**src/rtl/muldiv_unit.sv**
```systemverilog
// Iterative RV32M multiply/divide unit: shift-add multiply, restoring divide, start/done handshake.
// Build option MULDIV_FAST_MUL_EN: single-cycle array multiply for MUL* ops (divide stays iterative).
module muldiv_unit #(
  parameter int DATA_WIDTH = 32
) (
  input  logic                  clk_i,
  input  logic                  rst_ni,
  input  logic                  start_i,
  input  logic                  kill_i,
  input  logic [2:0]            md_op_i,
  input  logic [DATA_WIDTH-1:0] md_op1_i,
  input  logic [DATA_WIDTH-1:0] md_op2_i,
  output logic                  ready_o,
  output logic                  busy_o,
  output logic                  done_o,
  output logic [DATA_WIDTH-1:0] md_result_o
);

  localparam int W     = DATA_WIDTH;
  localparam int CNT_W = 6;
  localparam logic [CNT_W-1:0] CNT_LAST = CNT_W'(W - 1);

  typedef enum logic [1:0] {IDLE, CALC, FIN} state_t;

  function automatic logic [W-1:0] neg_if(input logic c, input logic [W-1:0] v);
    return c ? -v : v;
  endfunction

  function automatic logic [2*W-1:0] neg_if2(input logic c, input logic [2*W-1:0] v);
    return c ? -v : v;
  endfunction

  state_t           state_q;
  logic [2:0]       op_q;
  logic             neg_q;
  logic             neg_rem_q;
  logic             spec_q;
  logic [CNT_W-1:0] cnt_q;
  logic [W-1:0]     a_q;
  logic [W-1:0]     b_q;
  logic [W-1:0]     rem_q;
  logic [2*W-1:0]   prod_q;
  logic             done_q;
  logic [W-1:0]     result_q;

  // Operand decode and special-case detection on the request inputs
  logic         in_div, in_s1, in_s2, op1_neg, op2_neg;
  logic         div_zero, div_ovf, special, fast_path;
  logic [W-1:0] op1_mag, op2_mag, spec_val;
  logic [2*W-1:0] mul_init_d;

  assign in_div   = md_op_i[2];
  assign in_s1    = (md_op_i == 3'b001) | (md_op_i == 3'b010) |
                    (md_op_i == 3'b100) | (md_op_i == 3'b110);
  assign in_s2    = (md_op_i == 3'b001) | (md_op_i == 3'b100) | (md_op_i == 3'b110);
  assign op1_neg  = in_s1 & md_op1_i[W-1];
  assign op2_neg  = in_s2 & md_op2_i[W-1];
  assign op1_mag  = neg_if(op1_neg, md_op1_i);
  assign op2_mag  = neg_if(op2_neg, md_op2_i);
  assign div_zero = in_div & (md_op2_i == '0);
  assign div_ovf  = in_div & ~md_op_i[0] & (md_op1_i == {1'b1, {(W-1){1'b0}}}) &
                    (md_op2_i == '1);
  assign special  = div_zero | div_ovf;
  assign spec_val = div_zero ? (md_op_i[1] ? md_op1_i : '1)
                             : (md_op_i[1] ? '0 : md_op1_i);

`ifdef MULDIV_FAST_MUL_EN
  assign fast_path  = ~in_div;
  assign mul_init_d = {{W{1'b0}}, op1_mag} * {{W{1'b0}}, op2_mag};
`else
  assign fast_path  = 1'b0;
  assign mul_init_d = {{W{1'b0}}, op2_mag};
`endif

  // One iteration of multiply (add-shift) and divide (restoring subtract)
  logic [W:0]   mul_sum_d, rem_sh_d, rem_diff_d;
  logic         q_bit_d;
  logic [W-1:0] rem_next_d;

  assign mul_sum_d  = {1'b0, prod_q[2*W-1:W]} + (prod_q[0] ? {1'b0, a_q} : '0);
  assign rem_sh_d   = {rem_q, a_q[W-1]};
  assign rem_diff_d = rem_sh_d - {1'b0, b_q};
  assign q_bit_d    = ~rem_diff_d[W];
  assign rem_next_d = q_bit_d ? rem_diff_d[W-1:0] : rem_sh_d[W-1:0];

  // Final sign fix-up and result selection
  logic [2*W-1:0] prod_fix;
  logic [W-1:0]   quo_fix, rem_fix, fin_res_d;

  assign prod_fix = neg_if2(neg_q, prod_q);
  assign quo_fix  = neg_if(neg_q, a_q);
  assign rem_fix  = neg_if(neg_rem_q, rem_q);

  always_comb begin
    fin_res_d = prod_fix[2*W-1:W];
    if (spec_q)                fin_res_d = a_q;
    else if (op_q[2])          fin_res_d = op_q[1] ? rem_fix : quo_fix;
    else if (op_q[1:0] == 2'b00) fin_res_d = prod_fix[W-1:0];
  end

  always_ff @(posedge clk_i or negedge rst_ni) begin
    if (!rst_ni) begin
      state_q   <= IDLE;
      op_q      <= '0;
      neg_q     <= 1'b0;
      neg_rem_q <= 1'b0;
      spec_q    <= 1'b0;
      cnt_q     <= '0;
      a_q       <= '0;
      b_q       <= '0;
      rem_q     <= '0;
      prod_q    <= '0;
      done_q    <= 1'b0;
      result_q  <= '0;
    end else begin
      done_q <= 1'b0;
      case (state_q)
        IDLE: begin
          if (start_i && !kill_i) begin
            op_q      <= md_op_i;
            neg_q     <= op1_neg ^ op2_neg;
            neg_rem_q <= op1_neg;
            spec_q    <= special;
            b_q       <= op2_mag;
            rem_q     <= '0;
            cnt_q     <= '0;
            prod_q    <= mul_init_d;
            if (special) begin
              a_q     <= spec_val;
              state_q <= FIN;
            end else begin
              a_q     <= op1_mag;
              state_q <= fast_path ? FIN : CALC;
            end
          end
        end
        CALC: begin
          if (kill_i) begin
            state_q <= IDLE;
          end else begin
            cnt_q <= cnt_q + CNT_W'(1);
            if (op_q[2]) begin
              rem_q <= rem_next_d;
              a_q   <= {a_q[W-2:0], q_bit_d};
            end else begin
              prod_q <= {mul_sum_d, prod_q[W-1:1]};
            end
            if (cnt_q == CNT_LAST) state_q <= FIN;
          end
        end
        FIN: begin
          state_q <= IDLE;
          if (!kill_i) begin
            done_q   <= 1'b1;
            result_q <= fin_res_d;
          end
        end
        default: state_q <= IDLE;
      endcase
    end
  end

  assign ready_o     = (state_q == IDLE);
  assign busy_o      = ~ready_o;
  assign done_o      = done_q;
  assign md_result_o = result_q;

endmodule

```
**config.mk**
```make
export PLATFORM = sky130hd
export DESIGN_NAME = muldiv_unit
export DESIGN_NICKNAME = d
export VERILOG_FILES = /design/src/rtl/muldiv_unit.sv
export SDC_FILE = /design/constraint.sdc
export NUM_CORES = 1
export LEC_CHECK = 0
export ABC_AREA = 0
export BUFFER_PORTS_ARGS = -buffer_cell sky130_fd_sc_hd__buf_2
export CORE_UTILIZATION = 50
export DETAILED_ROUTE_END_ITERATION = 6
export PLACE_DENSITY = 0.68
export SYNTH_ARGS = -nofsm -noshare
export SYNTH_HDL_FRONTEND = slang
export SYNTH_SLANG_ARGS = --single-unit
```
**constraint.sdc**
```tcl
create_clock -name clk_i -period 4.45 [get_ports clk_i]
set_input_delay 0.6675 -clock clk_i [delete_from_list [all_inputs] [get_ports clk_i]]
set_output_delay 0.6675 -clock clk_i [all_outputs]
set_load 0.01 [all_outputs]
```
# [Word-level counts from Yosys, hierarchy flattened]
# Index checks and enable logic that the tools add are counted.
# W data, S select, Z words.
[word_totals] reg_bits=207 in_bits=71 output_inout_bits=35
[op_classes] n_addsub=8 n_eq_ne=14 n_mux=37 bitwise=17 reduce_logical=12
[ops] cell="$mux W32" n=20
[ops] cell="$mux W64" n=4
[ops] cell="$neg A32 Y32" n=4
[ops] cell="$pmux W32 S2" n=2
[ops] cell="$pmux W64 S2" n=1
[ops] cell="$eq A32 B32 Y1 const B" n=2
[ops] cell="$neg A64 Y64" n=1
[ops] cell="$add A32 B32 Y33" n=1
[ops] cell="$sub A33 B32 Y33" n=1
[ops] cell="$logic_not A32 Y1" n=1
[ops] cell="$mux W6" n=2
[ops] cell="$pmux W6 S2" n=1
[ops] cell="$mux W2" n=4
[ops] cell="$reduce_and A4 Y1" n=2
[ops] cell="$add A6 B1 Y6 const B" n=1
[ops] cell="$and A1 B1 Y1" n=6
[ops] cell="$eq A3 B3 Y1 const B" n=2
[ops] cell="$eq A6 B5 Y1 const B" n=1
[ops] cell="$ne A2 B2 Y1 const B" n=3
[ops] cell="$or A1 B1 Y1" n=6
[ops] cell="$reduce_and A2 Y1" n=3
[ops] cell="$logic_not A2 Y1" n=2
[ops] cell="$not A1 Y1" n=4
[ops] cell="$pmux W2 S2" n=1
[ops] cell="12 further kinds" n=13

# [Logic depth before layout (Yosys ltp)]
# Gate-level depths: netlist of the first run.
[logic_depth] depth_word=9 mapped_depth=14 ltp_nobuf=14

# [Least setup slack after synthesis of the first run]
# Ideal clock, no wire load.
[synth_path] path_kind="register -> register" start="reg prod_q[0]" end="reg prod_q[57]" setup_time_ns=0.133 t_arrival_ns=3.289 t_required_ns=4.317 slack_ns=1.028 path_stages_with_launch=15 n_path_buf=3 cell_sequence="dfrtp_1 clkbuf_1 clkbuf_1 and2_1 ha_1 clkbuf_1 a21o_1 a21o_1 a221o_1 a31oi_1 o31ai_1 or4_1 a31oi_1 xor2_1 o21ai_0"
[synth_between] elab_chain_cells=5
[synth_rtl] item="from (decl)" line_no="42" rtl="logic [2*W-1:0] prod_q;"
[synth_rtl] item="from (signal assigned)" line_no="127" rtl="prod_q <= mul_init_d;"
[synth_rtl] item="from (signal assigned)" line_no="146" rtl="prod_q <= {mul_sum_d, prod_q[W-1:1]};"
[synth_rtl] item="$mux W32" line_no="80" rtl="assign mul_sum_d = {1'b0, prod_q[2*W-1:W]} + (prod_q[0] ? {1'b0, a_q} : '0);"
[synth_rtl] item="$add A32 B32 Y33" line_no="80"
[synth_rtl] item="$mux W64" line_no="142" rtl="if (op_q[2]) begin"
[synth_rtl] item="$mux W64" line_no="138" rtl="if (kill_i) begin"
[synth_rtl] item="$pmux W64 S2" line_no="117" rtl="case (state_q)"
# No other way between the ends. The select of a mux whose other input is x is not followed.
# A chain may end at the register's enable or synchronous reset.

# [Final worst setup path of the first run]
[layout_path] start="reg prod_q[13]" end="reg result_q[21], in the netlist md_result_o[21]"
[layout_between] elab_chain_cells=5
[layout_rtl] item="$neg A64 Y64" line_no="30" rtl="return c ? -v : v;"
[layout_rtl] item="$mux W64" line_no="30"
[layout_rtl] item="$mux W32" line_no="98" rtl="else if (op_q[1:0] == 2'b00) fin_res_d = prod_fix[W-1:0];"
[layout_rtl] item="$mux W32" line_no="97" rtl="else if (op_q[2]) fin_res_d = op_q[1] ? rem_fix : quo_fix;"
[layout_rtl] item="$mux W32" line_no="96" rtl="if (spec_q) fin_res_d = a_q;"
[layout_rtl] item="to (signal assigned)" line_no="155" rtl="result_q <= fin_res_d;"
[layout_rtl] item="to (decl)" line_no="44" rtl="logic [W-1:0] result_q;"
# No other way between the ends.

==> results of run 1 <==
## cell type report
type	instances	area, sq um
clock buffer	36	748.2
clock inverter	12	155.1
fill	3375	15110
inverter	63	236.5
multi-input combinational	1858	11580
sequential	207	5181
tap	455	569.3
timing repair buffer	157	962.2
## critical path, cell delays in order (launching register included)
cell	delay, ns
dfrtp_1	0.41
or3_1	0.46
or4_1	0.68
nor4_4	0.51
nand3_2	0.32
o31ai_1	0.36
xnor2_1	0.15
a2111oi_0	0.44
buf_4	0.21
a21oi_1	0.04
## power groups by stage
stage                     combinational (mW)  clock (mW)  sequential [mW]
after floorplan                         5.01           0             3.17
after global placement                  6.91           0             3.66
after detailed placement                6.97           0             3.69
after CTS                               7.02        2.28             3.66
after global routing                    7.85        2.34             3.78
final                                   7.24        2.26             3.73
## layout by cell type (no fill, tap or decap), types with 16 or more instances in the layout
cell / n
o21ai_0: 275
nand2_1: 264
dfrtp_1: 206
a21oi_1: 195
nor2_1: 158
xnor2_1: 106
buf_2: 104
xor2_1: 92
ha_1: 71
nor3_1: 63
inv_1: 61
nand3_1: 56
buf_4: 49
o31ai_1: 43
a21o_1: 38
and2_1: 35
nor4_1: 34
or3_1: 31
nand3b_1: 28
or4_1: 26
a31oi_1: 26
clkbuf_16: 26
nand4_1: 25
o41ai_1: 22
nand2b_1: 20
a211oi_1: 20
o211ai_1: 19
o311ai_0: 18
and3_1: 17
nor2b_1: 16
## through the flow
stage               total power [mW]  utilization [%]
floorplan                      8.172                -
global placement               10.56            53.65
detailed placement             10.66            53.65
CTS                            12.95            56.27
global route                   13.97            56.27
finish                         13.23            56.27
## synthesized netlist by cell type, drive strengths merged, types with 6 or more instances
library cell and instances:
o21ai 278, nand2 265, dfrtp 207, a21oi 195
nor2 159, clkbuf 131, xnor2 106, xor2 93
ha 71, nor3 64, inv 61, nand3 57
o31ai 46, a21o 39, nor4 36, and2 35
or3 32, or4 29, nand3b 28, a31oi 26
nand4 25, o41ai 24, a211oi 20, nand2b 20
o211ai 19, buf 18, o311ai 18, and3 17
nor2b 17, mux2i 13, a221oi 10, a32oi 10
nor3b 10, o21a 8, o21bai 7, a221o 6
o221ai 6, o22ai 6, or2 6
## state kept, by name (all words and copies together), names as in the netlist
register     flops
a_q             32
b_q             32
cnt_q            6
done_o           1
md_result_o     32
neg_q            1
neg_rem_q        1
op_q             3
prod_q          64
rem_q           32
spec_q           1
state_q          2
## metal layers
| metal | wire [microns] | vias to the layer above | track usage (%) |
|---|---|---|---|
| met5 | 13 | - | 0 |
| met4 | 2407 | 2 | 11.88 |
| met3 | 6893 | 160 | 7.618 |
| met2 | 27380 | 977 | 53.20 |
| met1 | 28270 | 8713 | 51.95 |
| li1 | - | 8382 | - |
## final timing paths
| path | start | end | slack (ns) | depth (start not counted) |
|---|---|---|---|---|
| worst min register to register | b_q[24] | b_q[24] | 0.48 | 2 |
| worst min-delay path | rst_ni | prod_q[46] | 0.17 | 1 |
| worst max-delay path | prod_q[13] | md_result_o[21] | 0.75 | 9 |
| min in group clk_i | md_op_i[2] | op_q[2] | 0.38 | 3 |
| max in group asynchronous | rst_ni | rem_q[23] | 3.26 | 2 |
| worst max register to register | prod_q[13] | md_result_o[21] | 0.75 | 9 |
## cells by family after synthesis
kind of cell / share of synthesized area [%]
and+or+nand+nor: 22.94
AOI/OAI and AO/OA: 26.67
buffers and inverters: 4.572
DFF: 29.57
xor gates and xnor gates: 9.951
adders and majority gates: 5.300
muxes: 1.000
==> impl_metrics.env, run 1 <==
export IMPL_status="finished with violations"
export IMPL_violations="DRC"
export IMPL_insertion_delay_ns=0.56
export IMPL_place_inst=2740
export IMPL_ys_top_cells_by_area="dfrtp_1 (30%), o21ai_0 (7.9%), nand2_1 (5.7%)"
export IMPL_synth_distinct_cells=74
export IMPL_cts_resized=0
export IMPL_slew_headroom_pct=22.47
export IMPL_syn_to_final_growth_pct=10.96
export IMPL_dpl_cell_area_sq_um=18530
export IMPL_yosysTopAreaCellShare_pct=29.57
export IMPL_routabilityCongestion=1.080
export IMPL_dieArea_sq_um=35780
export IMPL_powerDensity_nw_per_um2=680.7
export IMPL_synth_seq_cells=207
export IMPL_vdd_drop_max_mv=0.5299
export IMPL_grt_max_degree=96
export IMPL_cp_arrival_ns=4.13
export IMPL_diodes=0
export IMPL_syn_avg_cell_area_sq_um=7.692
export IMPL_grt_usage_pct=35.99
export IMPL_yosysTopAreaCell="dfrtp_1"
export IMPL_final_cell_count_no_fill=2788
export IMPL_grt_pass1_wl_mm=99.82
export IMPL_die_y_microns=189.2
export IMPL_rsz0062_at_grt="no"
export IMPL_syn_num_nets=2421
export IMPL_setup_tns_ns=0
export IMPL_synthFlopType="dfrtp_1"
export IMPL_route_vias_total=18230
export IMPL_critPathCaptureType="flop"
export IMPL_finalInstanceArea_sq_um=19440
export IMPL_whs_ns=0.1687
export IMPL_drtIter0Drc=2210
export IMPL_cts_buffers=26
export IMPL_pre_cts_ws_ns=0.4841
export IMPL_worstPathRequired_ns=4.88
export IMPL_antenna_found_initial=1
export IMPL_leakage_nw=8.338
export IMPL_critPathMaxFanout=6
export IMPL_start_util_pct=50.71
export IMPL_drv_slew=0
export IMPL_skew_ns=0.01346
export IMPL_final_hold_violation_count=0
export IMPL_fp_row_count=68
export IMPL_combPwrFrac_pct=54.7
export IMPL_swShare_pct=50.47
export IMPL_p_clk_share_pct=17.1
export IMPL_core_area_sq_um=34540
export IMPL_die_x_microns=189.2
export IMPL_clock_path_buffers=3
export IMPL_fin_crit_sh_pct=83.26
export IMPL_nets=2457
export IMPL_seq_area_frac_synth_pct=29.57
export IMPL_post_cts_buffers=0
export IMPL_cts_sinks=207
export IMPL_clk_transition_reported_paths_ns=0.06
export IMPL_syn_inst=2277
export IMPL_synth_warnings=0
export IMPL_hold_class="in -> async"
export IMPL_cp_start_kind="flop"
export IMPL_port_buffers=105
export IMPL_cts_tree="built"
export IMPL_vias_per_cell=6.540
export IMPL_min_period_ns=3.705
export IMPL_routedWlPerCell_microns=23.30
export IMPL_drive_gt1_share_pct=10.46
export IMPL_max_clock_freq_mhz=269.9
export IMPL_drc=9
export IMPL_ios=106
export IMPL_hpwl_mm=48.06
export IMPL_gr_total_overflow=0
export IMPL_drt_total_wl_mm=64.96
export IMPL_p_sw_mw=6.677
export IMPL_antenna_left=0
export IMPL_worst_pin_slew_ns=1.163
export IMPL_netlist_area_sq_um=17520
export IMPL_async_reset_ff_share_pct=100.0
export IMPL_synth_edf_count=0
export IMPL_worstSetupPathType="reg -> reg"
export IMPL_htreeDepth=1
export IMPL_intPower_mw=6.554
export IMPL_share_seq_of_total_power_pct=28.2
export IMPL_hold_buffers=0
export IMPL_finalSetupViolCount=0
export IMPL_grt_pass1_vias=16690
export IMPL_drv_cap=0
export IMPL_drt_pass1_iterations=7
export IMPL_root_buffer="clkbuf_16"
export IMPL_fin_ws_ns=0.7451
Note: power is estimated with default switching activity, not from simulation.
==> inputs of run 2 (changes only) <==
Settings changed: PLACE_DENSITY 0.68 to 0.7.
Clock period 4.45 ns to 3.3 ns, I/O delays scaled along.
==> impl_metrics.env, run 2 (synthesis results as in run 1) <==
export IMPL_critPathCaptureType="flop"
export IMPL_worstPathRequired_ns=3.76
export IMPL_cp_arrival_ns=3.78
export IMPL_hold_buffers=0
export IMPL_largest_reg_flops=64
export IMPL_dieArea_sq_um=35780
export IMPL_crit_chain="inv_4 -> ha_4 -> fa_2 -> nand2b_4 -> a21oi_4 -> o21ai_4 -> a2111o_1 -> nand4_1 -> a31oi_4 -> xor2_4 -> bufbuf_16 -> nand3_1 -> o311ai_2"
export IMPL_hpwl_mm=53.44
export IMPL_core_area_sq_um=34540
export IMPL_vias_per_cell=6.422
export IMPL_drt_total_wl_mm=69.95
export IMPL_vdd_drop_max_mv=0.7640
export IMPL_nets=2622
export IMPL_rsz0062_at_grt="yes"
export IMPL_insertion_delay_ns=0.58
export IMPL_finalInstanceArea_sq_um=21310
export IMPL_max_clock_freq_mhz=300.9
export IMPL_antenna_left=0
export IMPL_syn_to_final_growth_pct=21.67
export IMPL_dpl_cell_area_sq_um=19720
export IMPL_intPower_mw=9.781
export IMPL_p_sw_mw=9.662
export IMPL_crit_buf_inv=2
export IMPL_final_hold_violation_count=0
export IMPL_drt_pass1_iterations=6
export IMPL_drc=0
export IMPL_worstSetupPathType="reg -> reg"
export IMPL_critPathMaxFanout=8
export IMPL_drv_slew=0
export IMPL_regMostFlops="prod_q"
export IMPL_routabilityCongestion=1.060
export IMPL_leakage_nw=9.306
export IMPL_worst_pin_slew_ns=1.228
export IMPL_drv_cap=0
export IMPL_pre_cts_ws_ns=-0.3364
export IMPL_share_seq_of_total_power_pct=24.1
export IMPL_status="finished with violations"
export IMPL_cp_start_kind="flop"
export IMPL_grt_usage_pct=38.36
export IMPL_drtIter0Drc=2148
export IMPL_finalSetupViolCount=3
export IMPL_cts_sinks=207
export IMPL_diodes=0
export IMPL_root_buffer="clkbuf_16"
export IMPL_cts_tree="built"
export IMPL_cts_buffers=26
export IMPL_fin_crit_sh_pct=100.7
export IMPL_hold_class="in -> async"
export IMPL_grt_max_degree=98
export IMPL_drive_gt1_share_pct=18.95
export IMPL_die_x_microns=189.2
export IMPL_antenna_found_initial=1
export IMPL_fp_row_count=68
export IMPL_swShare_pct=49.69
export IMPL_clk_transition_reported_paths_ns=0.07
export IMPL_fin_ws_ns=-0.02384
export IMPL_min_period_ns=3.324
export IMPL_routedWlPerCell_microns=23.70
export IMPL_grt_pass1_vias=17280
export IMPL_cp_top_family="compound AO/OA/AOI/OAI gates"
export IMPL_setup_tns_ns=-0.04268
export IMPL_violations="setup timing"
export IMPL_combPwrFrac_pct=59.9
export IMPL_grt_pass1_wl_mm=105.1
export IMPL_skew_ns=0.02734
export IMPL_clock_path_buffers=3
export IMPL_gr_total_overflow=0
export IMPL_ios=106
export IMPL_p_clk_share_pct=16.0
export IMPL_slowest_stage="a2111o_1"
export IMPL_layout_common_cells="nand2_1 (264), o21ai_0 (262), dfrtp_1 (202), buf_4 (199), a21oi_1 (193)"
export IMPL_start_util_pct=50.71
export IMPL_slew_headroom_pct=18.12
export IMPL_route_vias_total=18950
export IMPL_htreeDepth=1
export IMPL_slowest_delay_ns=0.47
export IMPL_layout_cells_most_common="nand2_1"
export IMPL_n_fill_cell=3148
export IMPL_port_buffers=105
export IMPL_die_y_microns=189.2
export IMPL_powerDensity_nw_per_um2=912.3
run 2: changes by cell type in the layout (fill, tap and decap cells not counted), moves of 7 or more:
cell	before	now
o21ai_0	275	262
buf_4	49	199
ha_1	71	60
buf_12	3	10
o311ai_0	18	5
o21ai_1	2	14
ha_4	0	7
o311ai_1	0	7
run 2: metal layers:
| layer | GRT usage (%) | up-vias | part of all wire [%] |
|---|---|---|---|
| li1 | - | 8714 | - |
| met1 | 56.48 | 9048 | 44 |
| met2 | 56.48 | 1054 | 42 |
| met3 | 7.711 | 133 | 11 |
| met4 | 10.64 | 2 | 2.9 |
| met5 | 0 | - | 0.023 |
run 2: what timing repair did:
item                                    in CTS  in global routing
pin swaps                                    5                 19
resized for setup                           30                 84
endpoints found under the setup margin      43                 60
gates cloned                                 1                  3
buffers inserted                             1                 11
run 2: final timing paths:
path	startpoint	endpoint	slack [ns]	cells after the start
max in group asynchronous	rst_ni	prod_q[32]	2.49	2
setup reg to reg	a_q[31]	rem_q[6]	-0.02	13
hold reg to reg	md_result_o[5]	md_result_o[5]	0.47	2
setup / recovery	a_q[31]	rem_q[6]	-0.02	13
hold / removal	rst_ni	rem_q[9]	0.04	1
min in group clk_i	md_op_i[2]	op_q[2]	0.18	3
run 2: cell type report:
class                      instances  area (sq um)  area share [%]
multi-input combinational       1858         12010           56.36
sequential                       207          5186           24.34
timing repair buffer             322          2385           11.19
clock buffer                      28         658.1           3.088
tap                              455         569.3           2.671
clock inverter                    18         262.8           1.233
inverter                          63         239.0           1.121
run 2: power groups by stage:
stage | clock network (mW) | registers [mW] | logic, mW
after floorplan | 0 | 4.27 | 6.75
after global placement | 0 | 4.59 | 10.7
after detailed placement | 0 | 4.62 | 10.8
after CTS | 3.13 | 4.58 | 11.0
after global routing | 3.24 | 4.75 | 12.5
final | 3.11 | 4.68 | 11.7
run 2: metrics by stage:
stage	cells	power, mW	hold WS [ns]	util, %
floorplan	2277	11.02	0.1994	-
global placement	2889	15.30	0.4554	57.08
detailed placement	2889	15.44	0.4656	57.08
CTS	2937	18.67	0.07106	60.15
global route	2951	20.54	0.1039	61.70
finish	2951	19.44	0.04301	61.70
==> inputs of run 3 (changes only) <==
Settings changed: CORE_ASPECT_RATIO set to 0.7.
==> impl_metrics.env, run 3 (synthesis results as in run 1) <==
export IMPL_core_area_sq_um=33980
export IMPL_critPathMaxFanout=5
export IMPL_worstSetupPathType="reg -> reg"
export IMPL_clk_transition_reported_paths_ns=0.08
export IMPL_setup_tns_ns=0
export IMPL_vdd_drop_max_mv=0.5479
export IMPL_hpwl_mm=57.02
export IMPL_whs_ns=0.1955
export IMPL_cts_tree="built"
export IMPL_port_buffers=105
export IMPL_routedWlPerCell_microns=25.08
export IMPL_skew_ns=0.01895
export IMPL_final_hold_violation_count=0
export IMPL_finalInstanceArea_sq_um=21000
export IMPL_fp_row_count=56
export IMPL_hold_class="in -> reg"
export IMPL_critPathCaptureType="flop"
export IMPL_place_inst=2896
export IMPL_root_buffer="clkbuf_16"
export IMPL_drt_total_wl_mm=74.08
export IMPL_worstPathRequired_ns=3.79
export IMPL_hold_start="md_op_i[2]"
export IMPL_route_vias_total=19340
export IMPL_grt_usage_pct=40.67
export IMPL_cts_sinks=207
export IMPL_rsz0062_at_grt="yes"
export IMPL_drt_pass1_iterations=6
export IMPL_fin_crit_sh_pct=99.40
export IMPL_drc=0
export IMPL_insertion_delay_ns=0.57
export IMPL_drive_gt1_share_pct=18.05
export IMPL_clock_path_buffers=3
export IMPL_final_cell_count_no_fill=2954
export IMPL_antenna_left=0
export IMPL_min_period_ns=3.280
export IMPL_layout_common_cells="o21ai_0 (267), nand2_1 (264), buf_4 (201), dfrtp_1 (198), a21oi_1 (193)"
export IMPL_wl_met1_mm=33.75
export IMPL_drv_cap=0
export IMPL_drv_slew=0
export IMPL_reg2reg_to="md_result_o[31]"
export IMPL_die_y_microns=158.6
export IMPL_max_clock_freq_mhz=304.9
export IMPL_regMostFlops="prod_q"
export IMPL_grt_max_degree=78
export IMPL_worst_pin_slew_ns=0.9833
export IMPL_routabilityCongestion=1.042
export IMPL_die_x_microns=225.7
export IMPL_drtIter0Drc=2411
export IMPL_powerDensity_nw_per_um2=925.2
export IMPL_wl_met2_mm=28.04
export IMPL_nets=2615
export IMPL_route_met3_wl_mm=11.05
export IMPL_antenna_found_initial=3
export IMPL_dpl_cell_area_sq_um=19690
export IMPL_whs_endpoint="op_q[2]"
export IMPL_layout_cells_most_common="o21ai_0"
export IMPL_grt_pass1_wl_mm=108.7
export IMPL_ios=106
export IMPL_reg2reg_slack_ns=0.02
export IMPL_ff2ff_path_depth=9
export IMPL_status="finished, final reports clean"
export IMPL_dieArea_sq_um=35800
export IMPL_min_path_cells=3
export IMPL_vias_per_cell=6.546
export IMPL_start_util_pct=51.54
export IMPL_regToRegStartpoint="a_q[1]"
export IMPL_grt_pass1_vias=16740
export IMPL_cts_buffers=24
export IMPL_cp_arrival_ns=3.77
export IMPL_finalSetupViolCount=0
export IMPL_htreeDepth=1
export IMPL_cp_start_kind="flop"
export IMPL_leakage_nw=9.146
export IMPL_largest_reg_flops=64
export IMPL_syn_to_final_growth_pct=19.89
export IMPL_top_layer_used="met4"
export IMPL_gr_total_overflow=0
export IMPL_slew_headroom_pct=34.05
-- run 3: timing repair --
action                                  CTS  global route
endpoints found under the setup margin   39            59
gates cloned                              1             2
hold buffers                              1             0
pin swaps                                 2            16
buffers inserted                          2             8
gates resized for setup                  15            71
hold endpoints to repair                 57             0
-- run 3: critical path, cell delays in order, from the launching register on --
cell     delay [ns]
dfrtp_1        0.41
or4_4          0.55
or4_4          0.43
or4_4          0.46
or4_4          0.51
o31ai_4        0.21
xnor2_1        0.15
o21ai_1        0.08
a221o_1        0.27
o22ai_1        0.14
-- run 3: worst max path at each step --
stage | cells past startpoint | to | slack (ns) | from
4_1_cts | 12 | rem_q[24] | 0.005 | b_q[0]
6_report | 9 | md_result_o[31] | 0.02 | a_q[1]
3_5_place_dp | 12 | md_result_o[12] | -0.15 | prod_q[20]
3_3_place_gp | 10 | md_result_o[21] | -0.13 | prod_q[20]
2_1_floorplan | 14 | prod_q[57] | -0.04 | prod_q[0]
5_1_grt | 12 | md_result_o[12] | -0.09 | prod_q[20]
-- run 3: power by group --
group          leakage, nW  switching, mW  total [mW]  internal, mW
sequential            2.61           1.27        4.74          3.47
combinational         6.14           7.50        11.9          4.35
clock                0.395           1.21        2.84          1.63
total                 9.15           9.99        19.4          9.44
-- run 3: per-layer routing --
| metal | vias to the layer above | GRT usage, % |
|---|---|---|
| li1 | 8707 | - |
| met1 | 9329 | 62.50 |
| met2 | 1197 | 53.23 |
| met3 | 103 | 14.80 |
| met4 | 0 | 6.706 |
| met5 | - | 0 |
-- run 3: layout make-up --
class                      instances  area (sq um)
fill                            3093         12980
multi-input combinational       1858         11900
sequential                       207          5191
timing repair buffer             317          2266
clock buffer                      37         739.5
tap                              464         580.6
inverter                          63         236.5
clock inverter                     6         78.83
antenna                            2         5.005
-- run 3: per-stage QoR --
stage,power [mW],util [%],setup slack (ns)
6_report,19.43,61.79,0.01971
5_1_grt,20.37,61.78,-0.08909
4_1_cts,18.60,60.62,0.005138
3_5_place_dp,15.70,57.94,-0.1491
3_3_place_gp,15.54,57.94,-0.1329
2_1_floorplan,11.02,-,-0.03982
